--- src/rtl/seg_scan_reader.sv ---
// rtl/seg_scan_reader.sv - multiplexed 7-segment bus sampler, debouncer and frame publisher
//
// Watches a multiplexed 7-segment display bus. Each digit slot is debounced
// (STABLE identical one-hot samples), decoded back to a BCD value, and held in
// a shadow register. Once every slot has been captured in the current scan,
// the whole shadow word is published atomically on the following edge.
//
// Ports:
//   clk          system clock, rising edge
//   rst          synchronous active-high reset
//   seg_in[6:0]  segment lines a..g (bit6=a .. bit0=g), active-high
//   dig_in       one-hot digit enables, bit i selects slot i
//   values       published digit values, slot i at [4i+3:4i]
//   invalid      per-slot flag: published pattern was not a legal 0-9 glyph
//   frame_valid  one-cycle pulse when values/invalid update
//   err_multi    one-cycle pulse, registered, for each multi-hot dig_in sample

module seg_scan_reader #(
    parameter int DIGITS = 4,
    parameter int STABLE = 4
) (
    input  logic                  clk,
    input  logic                  rst,
    input  logic [6:0]            seg_in,
    input  logic [DIGITS-1:0]     dig_in,
    output logic [4*DIGITS-1:0]   values,
    output logic [DIGITS-1:0]     invalid,
    output logic                  frame_valid,
    output logic                  err_multi
);

    localparam int              CW       = $clog2(STABLE) + 1;
    localparam logic [CW-1:0]   STABLE_C = CW'(STABLE);
    localparam logic [DIGITS-1:0] ONE_D  = DIGITS'(1);

    // Previous bus sample, stability counter and frame collection state
    logic [6:0]          prev_seg_q, prev_seg_d;
    logic [DIGITS-1:0]   prev_dig_q, prev_dig_d;
    logic [CW-1:0]       cnt_q, cnt_d;
    logic [4*DIGITS-1:0] shadow_val_q, shadow_val_d;
    logic [DIGITS-1:0]   shadow_inv_q, shadow_inv_d;
    logic [DIGITS-1:0]   mask_q, mask_d;
    logic                pub_q, pub_d;

    // Published outputs
    logic [4*DIGITS-1:0] values_q, values_d;
    logic [DIGITS-1:0]   invalid_q, invalid_d;
    logic                frame_valid_q, frame_valid_d;
    logic                err_multi_q, err_multi_d;

    // Combinational helpers
    logic       same;
    logic       onehot;
    logic       multi;
    logic       capture;
    logic [3:0] dec_val;
    logic       dec_inv;

    // Glyph decode: anything outside the ten legal patterns is flagged.
    always_comb begin
        dec_val = 4'hF;
        dec_inv = 1'b0;
        case (seg_in)
            7'b1111110: dec_val = 4'd0;
            7'b0110000: dec_val = 4'd1;
            7'b1101101: dec_val = 4'd2;
            7'b1111001: dec_val = 4'd3;
            7'b0110011: dec_val = 4'd4;
            7'b1011011: dec_val = 4'd5;
            7'b1011111: dec_val = 4'd6;
            7'b1110000: dec_val = 4'd7;
            7'b1111111: dec_val = 4'd8;
            7'b1111011: dec_val = 4'd9;
            default: begin
                dec_val = 4'hF;
                dec_inv = 1'b1;
            end
        endcase
    end

    always_comb begin
        same   = (seg_in == prev_seg_q) && (dig_in == prev_dig_q);
        onehot = (dig_in != '0) && ((dig_in & (dig_in - ONE_D)) == '0);
        multi  = (dig_in != '0) && !onehot;

        // Saturating run-length counter; a new one-hot combination starts at 1
        // so that the STABLE-th identical sample lands on cnt == STABLE.
        if (!onehot) begin
            cnt_d = '0;
        end else if (!same) begin
            cnt_d = CW'(1);
        end else if (cnt_q == STABLE_C) begin
            cnt_d = cnt_q;
        end else begin
            cnt_d = cnt_q + CW'(1);
        end

        // Capture only on the edge the run first reaches STABLE; a saturated
        // run (same sample, counter already at STABLE) never re-captures.
        capture = onehot && (cnt_d == STABLE_C) && !(same && (cnt_q == STABLE_C));
    end

    always_comb begin
        prev_seg_d    = seg_in;
        prev_dig_d    = dig_in;
        shadow_val_d  = shadow_val_q;
        shadow_inv_d  = shadow_inv_q;
        values_d      = values_q;
        invalid_d     = invalid_q;
        frame_valid_d = pub_q;
        err_multi_d   = multi;

        // Publication reads the shadow before this edge's capture updates it,
        // so a first-digit capture of the next frame cannot leak into the word.
        if (pub_q) begin
            values_d  = shadow_val_q;
            invalid_d = shadow_inv_q;
        end

        for (int i = 0; i < DIGITS; i++) begin
            if (capture && dig_in[i]) begin
                shadow_val_d[4*i +: 4] = dec_val;
                shadow_inv_d[i]        = dec_inv;
            end
        end

        // Clearing on publication and setting from a same-edge capture are
        // combined so the next frame's first digit is kept.
        mask_d = (pub_q ? '0 : mask_q) | (capture ? dig_in : '0);
        pub_d  = capture && (&mask_d);
    end

    always_ff @(posedge clk) begin
        if (rst) begin
            prev_seg_q    <= '0;
            prev_dig_q    <= '0;
            cnt_q         <= '0;
            shadow_val_q  <= '0;
            shadow_inv_q  <= '0;
            mask_q        <= '0;
            pub_q         <= 1'b0;
            values_q      <= '0;
            invalid_q     <= '0;
            frame_valid_q <= 1'b0;
            err_multi_q   <= 1'b0;
        end else begin
            prev_seg_q    <= prev_seg_d;
            prev_dig_q    <= prev_dig_d;
            cnt_q         <= cnt_d;
            shadow_val_q  <= shadow_val_d;
            shadow_inv_q  <= shadow_inv_d;
            mask_q        <= mask_d;
            pub_q         <= pub_d;
            values_q      <= values_d;
            invalid_q     <= invalid_d;
            frame_valid_q <= frame_valid_d;
            err_multi_q   <= err_multi_d;
        end
    end

    assign values      = values_q;
    assign invalid     = invalid_q;
    assign frame_valid = frame_valid_q;
    assign err_multi   = err_multi_q;

endmodule

--- config.mk ---
export PLATFORM = sky130hd
export DESIGN_NAME = seg_scan_reader
export DESIGN_NICKNAME = d
export VERILOG_FILES = /design/src/rtl/seg_scan_reader.sv
export SDC_FILE = /design/constraint.sdc
export NUM_CORES = 1
export LEC_CHECK = 0
export ABC_AREA = 0
export BUFFER_PORTS_ARGS = -buffer_cell sky130_fd_sc_hd__buf_4
export CORE_AREA = 2 2 71 73
export CTS_CLUSTER_DIAMETER = 100
export CTS_CLUSTER_SIZE = 24
export DETAILED_ROUTE_END_ITERATION = 8
export DIE_AREA = 0 0 73 75
export PLACE_DENSITY = 0.85
export SLEW_MARGIN = 0
export SYNTH_ARGS = -nofsm -noshare
export SYNTH_HDL_FRONTEND = slang
export SYNTH_SLANG_ARGS = --single-unit
export TNS_END_PERCENT = 30
--- constraint.sdc ---
create_clock -name clk -period 3.3 [get_ports clk]
set_input_delay 0 -clock clk [delete_from_list [all_inputs] [get_ports clk]]
set_output_delay 0 -clock clk [all_outputs]
set_load 0.02 [all_outputs]
==> flow_summary.json, run 1 <==
{
  "power_mw": 1.57,
  "r2r_start": "cnt_q[0]",
  "gp_congestion": 0.896,
  "drc": 0,
  "cp_top_family": "simple AND/OR/NAND/NOR gates",
  "layoutNonFillerInstCount": 367,
  "max-cap-violations": 0,
  "yosysTopAreaCell": "dfxtp_1",
  "cp.arrival_ps": 2310,
  "cts_buffers": 9,
  "clock-sinks": 61,
  "num_rows": 25,
  "path_cells": "inv_1, ha_1, nor2b_1, o2111ai_1, nor4_4, mux2i_1, nor2_1",
  "pre_cts_ws_ps": 1250,
  "period_minus_slack_ps": 2110,
  "wl_per_cell_um": 15.4,
  "fin_tns_setup_ps": 0,
  "avgSynthCellArea_um2": 10.3,
  "hp-start": "rst",
  "coreArea_um2": 4660,
  "leakagePower_nw": 1.29,
  "cp-start-kind": "register",
  "worst_pin_slew_ps": 1220,
  "finish.instance_area_um2": 3330,
  "cpMaxStageDelayCell": "nor4_4",
  "worstPathMaxFanout": 7,
  "nets": 323,
  "syn_nets": 286,
  "ff2ff_setup_slack_ps": 1190,
  "dpl-instance-area_um2": 3010,
  "clkLatencyLatePin_ps": 340,
  "min_to": "mask_q[3]",
  "synth_flop_cell": "dfxtp_1",
  "synthMostInstantiatedCell": "dfxtp_1",
  "rr_worst_depth": 7,
  "dp_cells": 340,
  "netlist.area_leader.share": 0.436,
  "setup_violations": 0,
  "cpPeakStageDelay_ps": 430,
  "antenna-diode-count": 0,
  "initial_core_util": 0.601,
  "clk_pin_slew_ps": 70,
  "r2r-end": "shadow_val_q[1]",
  "root_buffer": "clkbuf_8",
  "critPathKind": "reg -> reg",
  "required_ps": 3510,
  "die_x_um": 73,
  "synth_cells": 271,
  "cts_resized": 0,
  "timing.slew.headroom": 0.183,
  "pin_count": 35,
  "run_status": "finished clean",
  "worst-path-buf-inv": 1,
  "tritoncts": "built",
  "hold_viol_final": 0,
  "ys_types": 51,
  "die_h_um": 75,
  "vias_per_cell": 5.66,
  "synth_commonest_cells": "61 x dfxtp_1, 35 x nor2_1, 28 x mux2i_1",
  "power_density_nw_per_um2": 473,
  "ys_warn_count": 0,
  "min_path_cells": 2,
  "area_delta_synth_final_pct": 18.9,
  "antenna_found_initial": 0,
  "dr.pass1.iters": 4,
  "grt_pass1_vias": 1934,
  "h-tree-depth": 3,
  "crit_path_end_kind": "register",
  "grt_overflow": 0,
  "grt_pass1_wl_mm": 9.03,
  "peakVddDrop_v": 0.000287,
  "postRouteWirelength_mm": 5.66,
  "synth_edf_count": 0,
  "rsz0062_at_grt": "false",
  "synth.cell_area_um2": 2800,
  "grt_max_degree": 61,
  "fmax_ghz": 0.475,
  "clock_path_buffers": 2,
  "hp-class": "in -> reg",
  "drive_gt1_frac": 0.224,
  "antenna_left": 0,
  "grt_usage": 0.222,
  "synth_area_leaders": "dfxtp_1 44%, mux2i_1 10%, nor2_1 4.7%",
  "vias": 2079,
  "hpwl_mm": 3.67,
  "timing.final.crit_share": 0.638,
  "slew_violations": 0,
  "dieArea_um2": 5480,
  "drt_first_iter_violations": 115,
  "seq_area_frac_synth": 0.436,
  "fin_ws_ps": 1190,
  "portBuffers": 34,
  "synthArstFlopShare": 0,
  "synth_seq_cells": 61,
  "skew_ps": 9.44
}
area by class of cell:
type / instances / area, µm²
Multi-Input combinational cell: 184 / 1440
Timing Repair Buffer: 45 / 365
Tap cell: 54 / 67.6
Clock buffer: 13 / 169
Clock inverter: 3 / 42.5
Sequential cell: 61 / 1220
Fill cell: 343 / 1330
Inverter: 7 / 26.3
state kept, by name, summed over array words and instances, names as in the netlist:
signal	cells
shadow_inv_q	4
frame_valid	1
prev_dig_q	4
err_multi	1
frame_valid_d	1
values	16
mask_q	4
prev_seg_q	7
invalid	4
cnt_q	3
shadow_val_q	16
layout by cell type (no fill, tap or decap), types with 2 or more instances in the layout:
| master | netlist | routed |
|---|---|---|
| a21oi_1 | 6 | 6 |
| o211ai_1 | 4 | 4 |
| mux2i_1 | 28 | 28 |
| o22ai_1 | 7 | 7 |
| and3_1 | 3 | 3 |
| clkbuf_8 | 0 | 12 |
| nand4_4 | 2 | 2 |
| dfxtp_1 | 61 | 61 |
| nor2_1 | 35 | 35 |
| o21bai_1 | 8 | 8 |
| nand2_1 | 6 | 6 |
| o21ai_0 | 3 | 3 |
| ha_1 | 2 | 2 |
| nand2b_1 | 6 | 6 |
| xnor2_2 | 6 | 6 |
| nor4_4 | 4 | 4 |
| xnor2_1 | 6 | 6 |
| a31oi_1 | 8 | 8 |
| o21a_1 | 2 | 2 |
| nor2b_1 | 14 | 14 |
| nor4b_2 | 3 | 3 |
| inv_1 | 7 | 7 |
| dlygate4sd3_1 | 0 | 11 |
| buf_4 | 3 | 34 |
| o2111ai_1 | 2 | 2 |
| and2_1 | 3 | 3 |
| nor3_1 | 4 | 4 |
logic make-up after synthesis:
logic type               share of synthesized area
AND/OR/NAND/NOR                              0.220
flip-flops                                   0.436
AO/OA/AOI/OAI                                0.114
multiplexers                                 0.100
buffers and inverters                       0.0505
XOR/XNOR                                    0.0666
adder cells (fa/ha/maj)                     0.0125
how the worst max path moves through the flow:
stage          depth (start not counted)  slack (ps)         endpoint      from
2_1_floorplan                          7        1480  shadow_val_q[2]  cnt_q[0]
4_1_cts                                7        1220  shadow_val_q[2]  cnt_q[0]
3_5_place_dp                           7        1250  shadow_val_q[2]  cnt_q[0]
3_3_place_gp                           7        1320  shadow_val_q[2]  cnt_q[0]
6_report                               7        1190  shadow_val_q[1]  cnt_q[0]
5_1_grt                                7        1020  shadow_val_q[2]  cnt_q[0]
per-stage QoR:
step | hold slack, ps | util
2_1_floorplan | 128 | -
3_3_place_gp | 290 | 0.645
3_5_place_dp | 304 | 0.645
4_1_cts | 119 | 0.714
5_1_grt | 142 | 0.714
6_report | 130 | 0.714
timing repair:
| item | in CTS | in global routing |
|---|---|---|
| setup buffers | 0 | 0 |
| hold buffers | 11 | 0 |
| setup endpoints to repair | 0 | 0 |
| endpoints found under the hold margin | 11 | 0 |
worst reg2reg max path: cells and delay by family, from the launching register on:
family	cells	cell delay, ps
mux	1	260
fa+ha+maj	1	300
compound gates	1	220
flops	1	390
buf+inv	1	60
simple gates	3	740
routing by layer:
layer | global-route usage | wire [µm] | vias to the layer above
li1 | - | - | 1030
met1 | 0.264 | 2520 | 980
met2 | 0.354 | 2740 | 53
met3 | 0.0843 | 261 | 16
met4 | 0.107 | 138 | 0
met5 | 0 | 0 | -
report_power, final:
group          total, mW  switching (mW)  internal [mW]  leakage, nW
combinational      0.131          0.0730         0.0575        0.691
clock              0.692           0.283          0.410        0.106
sequential         0.751         0.00573          0.745        0.495
total               1.57           0.362           1.21         1.29
(Power assumes the default switching activity.)
==> run 2: changes to the inputs <==
Settings changed: ABC_AREA 0 to 1, CORE_AREA 2 2 71 73 to 2 2 75 77, DIE_AREA 0 0 73 75 to 0 0 77 79, PLACE_DENSITY 0.85 to 0.76.
Clock period 3.3 ns to 1.8 ns, I/O delays scaled along.
==> run 2 against run 1 <==
Against the previous run: the flow now finishes with violations (setup timing); die area rose by 11%; area after synthesis fell by 6.4%; largest cell class unchanged; highest routed layer unchanged; clock skew rose by 5.2 ps; clock power rose by 63%; hold slack improved by 330 ps; wire length rose by 3.8%; non-clock buffer count rose by 15; combinational power rose by 69%; register-to-register slack got worse by 1200 ps.
==> flow_summary.json, run 2 <==
{
  "synthArstFlopShare": 0,
  "fin_ws_ps": -59.3,
  "grt_pass1_vias": 2237,
  "syn_nets": 375,
  "tritoncts": "built",
  "pin_count": 35,
  "wl_per_cell_um": 11.8,
  "power_density_nw_per_um2": 795,
  "nets": 436,
  "min_to": "values[12]",
  "antenna_left": 0,
  "final_cell_mix": "66 x nand2_1, 60 x nor2_1, 58 x dfxtp_1",
  "violations": "setup timing",
  "clkLatencyLatePin_ps": 350,
  "grt_overflow": 0,
  "netlist.area_leader.share": 0.466,
  "grt_max_degree": 41,
  "drc": 0,
  "ys_types": 28,
  "dieArea_um2": 6080,
  "drt_first_iter_violations": 120,
  "num_rows": 27,
  "critPathKind": "in -> reg",
  "coreArea_um2": 5340,
  "timing.final.crit_share": 1.03,
  "cts_buffers": 9,
  "synth.cell_area_um2": 2620,
  "antenna-diode-count": 0,
  "multiInputGateArea_um2": 1230,
  "seq_area_frac_synth": 0.466,
  "vias": 2415,
  "ys_warn_count": 0,
  "period_minus_slack_ps": 1860,
  "leakagePower_nw": 1.63,
  "fmax_ghz": 0.538,
  "die_x_um": 77,
  "antenna_found_initial": 0,
  "layout_commonest_cell": "nand2_1",
  "skew_ps": 14.7,
  "worstPathMaxFanout": 6,
  "required_ps": 2080,
  "fin_tns_setup_ps": -96.8,
  "avgSynthCellArea_um2": 7.28,
  "r2r-end": "shadow_val_q[7]",
  "worst_hold_slack_ps": 464,
  "synth_edf_count": 0,
  "hold_viol_final": 0,
  "synth_cells": 360,
  "clock-sinks": 61,
  "synth_seq_cells": 61,
  "setup_violations": 4,
  "hp-class": "reg -> reg",
  "rr_worst_depth": 14,
  "postRouteWirelength_mm": 5.88,
  "timing.slew.headroom": 0.730,
  "fillers": 486,
  "run_status": "finished, violations left",
  "crit_path_end_kind": "register",
  "cp.arrival_ps": 2140,
  "hpwl_mm": 3.87,
  "hp-start": "shadow_val_q[12]",
  "power_mw": 2.73,
  "slew_violations": 0,
  "gp_congestion": 0.796,
  "vias_per_cell": 4.85,
  "max-cap-violations": 0,
  "grt_pass1_wl_mm": 9.70,
  "r2r_start": "prev_seg_q[0]",
  "area_delta_synth_final_pct": 30.9,
  "clk_pin_slew_ps": 70,
  "min_path_cells": 2,
  "grt_usage": 0.205,
  "ff2ff_setup_slack_ps": -50,
  "layout.area.seq_um2": 1220,
  "synth_flop_cell": "dfxtp_1",
  "peakVddDrop_v": 0.000504,
  "cp-start-kind": "input pin",
  "worst_pin_slew_ps": 405,
  "synth_commonest_cells": "71 x nand2_1, 64 x nor2_1, 61 x dfxtp_1",
  "root_buffer": "clkbuf_8",
  "rsz0062_at_grt": "true",
  "clock_path_buffers": 2,
  "drive_gt1_frac": 0.232,
  "h-tree-depth": 3,
  "die_h_um": 79,
  "critPathLaunch": "seg_in[0]",
  "dr.pass1.iters": 4,
  "synthMostInstantiatedCell": "nand2_1",
  "portBuffers": 34,
  "yosysTopAreaCell": "dfxtp_1",
  "initial_core_util": 0.491,
  "synth_area_leaders": "dfxtp_1 47%, nand2_1 10%, nor2_1 9.2%"
}
-- run 2: cell count changes in the layout (fill, tap and decap cells not counted), moves of 9 or more --
cell and change:
nand2_1 +60, inv_1 +35, mux2i_1 -28, nor2_1 +25
a21oi_1 +19, o21ai_0 +19, nor2b_1 -14, dlygate4sd3_1 +10
o21ai_1 +9
-- run 2: area by class of cell --
class	instances	area share
clock buffer	11	0.0442
clock inverter	5	0.00985
inverter	50	0.0555
multi-input combinational	239	0.360
sequential	61	0.357
tap	72	0.0263
timing repair buffer	60	0.147
-- run 2: timing repair --
action / 4_1_cts / 5_1_grt
setup buffers: 0 / 1
hold buffers: 21 / 0
gates resized for setup: 5 / 23
pin swaps: 4 / 8
setup endpoints to repair: 23 / 23
endpoints found under the hold margin: 14 / 0
-- run 2: critical path, stage by stage --
cell           delay (ps)
dlygate4sd3_1         530
buf_4                 140
inv_2                  60
nand2_2                50
nand2_1                40
nor2_1                150
nand2_2               100
nor2_4                180
nand3_2               100
nand2_4               130
nand2_2                80
nor2_4                190
nand2_4               110
nand2_1                80
nand2_1                60
a21oi_1               140
-- run 2: worst max path at each step --
| stage | to | cells after the start |
|---|---|---|
| after CTS | shadow_val_q[2] | 10 |
| after floorplan | shadow_inv_q[0] | 12 |
| final | shadow_val_q[7] | 16 |
| after global placement | shadow_val_q[13] | 12 |
| after global routing | shadow_inv_q[0] | 11 |
| after detailed placement | shadow_val_q[1] | 12 |
-- run 2: metrics by stage --
stage	utilization	area, µm²	setup WS, ps	cells
3_3_place_gp	0.551	2940	-53.7	460
4_1_cts	0.626	3340	-17.5	497
3_5_place_dp	0.551	2940	-121	460
6_report	0.642	3430	-59.3	498
5_1_grt	0.642	3430	-156	498
2_1_floorplan	-	2620	58.7	360
-- run 2: logic make-up after synthesis --
logic type	after synthesis	share of synthesized area
AO/OA/AOI/OAI	61	0.118
XOR/XNOR	6	0.0201
adder cells (fa/ha/maj)	2	0.00955
buffers and inverters	60	0.0926
flip-flops	61	0.466
AND/OR/NAND/NOR	170	0.294
-- run 2: per-layer routing --
layer / track usage / up-vias / routed length [µm]
met5: 0 / - / 0
met2: 0.354 / 36 / 2970
met1: 0.238 / 1126 / 2620
li1: - / 1244 / -
met4: 0.0893 / 0 / 86
met3: 0.0602 / 9 / 193
-- run 2: power by group --
part           leakage (nW)  switching, mW  internal (mW)
clock                0.0917          0.556          0.574
combinational          1.04          0.128         0.0938
sequential            0.496        0.00744           1.37
==> run 3: changes to the inputs <==
Settings changed: CORE_AREA 2 2 75 77 to 2 2 94 96, CTS_BUF_LIST from default to sky130_fd_sc_hd__clkbuf_8 sky130_fd_sc_hd__clkbuf_16, DIE_AREA 0 0 77 79 to 0 0 96 98, PLACE_DENSITY 0.76 to 0.53.
==> run 3 against run 2 <==
Against the previous run: the flow still finishes with violations (setup timing); hold slack got worse by 450 ps; sequential share of layout area increased by 0.20 points; cell area decreased by 0.66%; critical path depth decreased by 3; utilization decreased by 24 points; setup slack got worse by 8.9 ps; critical endpoint is now shadow_val_q[11].
==> flow_summary.json, run 3 (synthesis results as in run 2) <==
{
  "area_delta_synth_final_pct": 30.0,
  "crit_path_end_kind": "register",
  "layout_commonest_cell": "nand2_1",
  "hp-start": "rst",
  "cp-start-kind": "register",
  "final_cell_mix": "67 x nand2_1, 60 x nor2_1, 59 x dfxtp_1",
  "pin_count": 35,
  "drc": 0,
  "dp_cells": 500,
  "drt_first_iter_violations": 87,
  "timing.final.crit_share": 1.04,
  "dr.pass1.iters": 4,
  "critPathKind": "reg -> reg",
  "critPathLaunch": "cnt_q[0]",
  "worst_hold_slack_ps": 17.0,
  "die_x_um": 96,
  "cpMaxStageDelayCell": "dfxtp_2",
  "vias": 2306,
  "wl_per_cell_um": 11.1,
  "h-tree-depth": 3,
  "run_status": "finished, violations left",
  "tritoncts": "built",
  "cp.arrival_ps": 2140,
  "max-cap-violations": 0,
  "antenna_found_initial": 0,
  "dpl-instance-area_um2": 3020,
  "cts_buffers": 9,
  "power_density_nw_per_um2": 849,
  "clk_pin_slew_ps": 70,
  "gp_congestion": 0.841,
  "pre_cts_ws_ps": -97.9,
  "peakVddDrop_v": 0.000327,
  "vias_per_cell": 4.37,
  "clock_path_buffers": 2,
  "root_buffer": "clkbuf_8",
  "setup_violations": 14,
  "dieArea_um2": 9410,
  "slew_violations": 0,
  "grt_max_degree": 41,
  "rr_worst_depth": 13,
  "worstPathMaxFanout": 6,
  "grt_overflow": 0,
  "path_common_cell": "nand2_2",
  "r2r_start": "cnt_q[0]",
  "fillers": 883,
  "grt_usage": 0.135,
  "required_ps": 2070,
  "leakagePower_nw": 1.61,
  "skew_ps": 7.22,
  "timing.slew.headroom": 0.743,
  "clkLatencyLatePin_ps": 330,
  "fin_ws_ps": -68.2,
  "hp-class": "in -> reg",
  "antenna_left": 0,
  "initial_core_util": 0.309,
  "violations": "setup timing",
  "portBuffers": 34,
  "num_rows": 34,
  "layoutNonFillerInstCount": 528,
  "postRouteWirelength_mm": 5.87,
  "clock-sinks": 61,
  "finish.instance_area_um2": 3410,
  "die_h_um": 98,
  "min_to": "prev_seg_q[0]",
  "antenna-diode-count": 0,
  "rsz0062_at_grt": "true",
  "path_cells": "ha_4, or2_0, nand3_1, inv_1, nor2_2, inv_1, nor2_2, nand2_2, nor2_4, nand2_4, nand2_2, nand2_2, a21oi_2",
  "worst_pin_slew_ps": 386,
  "min_path_cells": 2,
  "nets": 430,
  "ff2ff_setup_slack_ps": -70,
  "cpPeakStageDelay_ps": 340,
  "period_minus_slack_ps": 1870,
  "grt_pass1_vias": 2181,
  "coreArea_um2": 8470,
  "hpwl_mm": 4.11,
  "hold_viol_final": 0,
  "r2r-end": "shadow_val_q[11]",
  "drive_gt1_frac": 0.231,
  "grt_pass1_wl_mm": 9.87,
  "fmax_ghz": 0.535
}
-- run 3: changes by cell type in the layout (fill, tap and decap cells not counted), sizes merged --
cell | before | now
buf | 39 | 43
dlygate4sd3 | 21 | 11
clkinv | 2 | 1
bufinv | 0 | 2
clkinvlp | 2 | 3
clkbuf | 11 | 9
-- run 3: cell type report --
class	count	area, µm²	area share
timing repair buffer	54	433	0.127
tap	108	135	0.0397
inverter	50	188	0.0551
sequential	61	1220	0.359
clock buffer	9	124	0.0364
clock inverter	7	91.3	0.0268
multi-input combinational	239	1210	0.356
-- run 3: worst max-delay path by stage --
stage / endpoint / slack, ps / depth (start not counted)
floorplan: shadow_inv_q[0] / 60 / 12
global placement: shadow_val_q[11] / -50 / 13
detailed placement: shadow_val_q[11] / -100 / 13
CTS: shadow_val_q[1] / -1 / 11
global route: shadow_val_q[11] / -220 / 13
finish: shadow_val_q[11] / -70 / 13
-- run 3: critical path, delay by kind of cell (launching register included) --
kind / cells / cell delay, ps
flip-flops: 1 / 340
AND/OR/NAND/NOR: 9 / 1080
adder cells (fa/ha/maj): 1 / 160
buffers and inverters: 2 / 130
AO/OA/AOI/OAI: 1 / 110
-- run 3: where the power goes --
group	internal [mW]	switching, mW
registers	1.37	0.00810
logic	0.0784	0.121
clock network	0.771	0.546
-- run 3: what timing repair did --
action / in CTS / in global routing
buffers inserted: 0 / 1
endpoints found under the hold margin: 11 / 0
pin swaps: 8 / 9
hold buffers: 11 / 0
resized for setup: 8 / 9
setup endpoints to repair: 18 / 25
-- run 3: routing by layer --
layer	part of all wire	track usage	wire length [µm]
met1	0.49	0.174	2860
met3	0.035	0.0278	206
met4	0.015	0.0637	87
met5	0	0	0
met2	0.46	0.212	2710
-- run 3: through the flow --
| step | TNS, ps | power, mW | utilization |
|---|---|---|---|
| floorplan | 0 | 1.52 | - |
| global placement | -320 | 1.58 | 0.356 |
| detailed placement | -694 | 1.58 | 0.356 |
| CTS | -1.20 | 2.93 | 0.398 |
| global route | -2960 | 3.01 | 0.402 |
| finish | -560 | 2.89 | 0.402 |
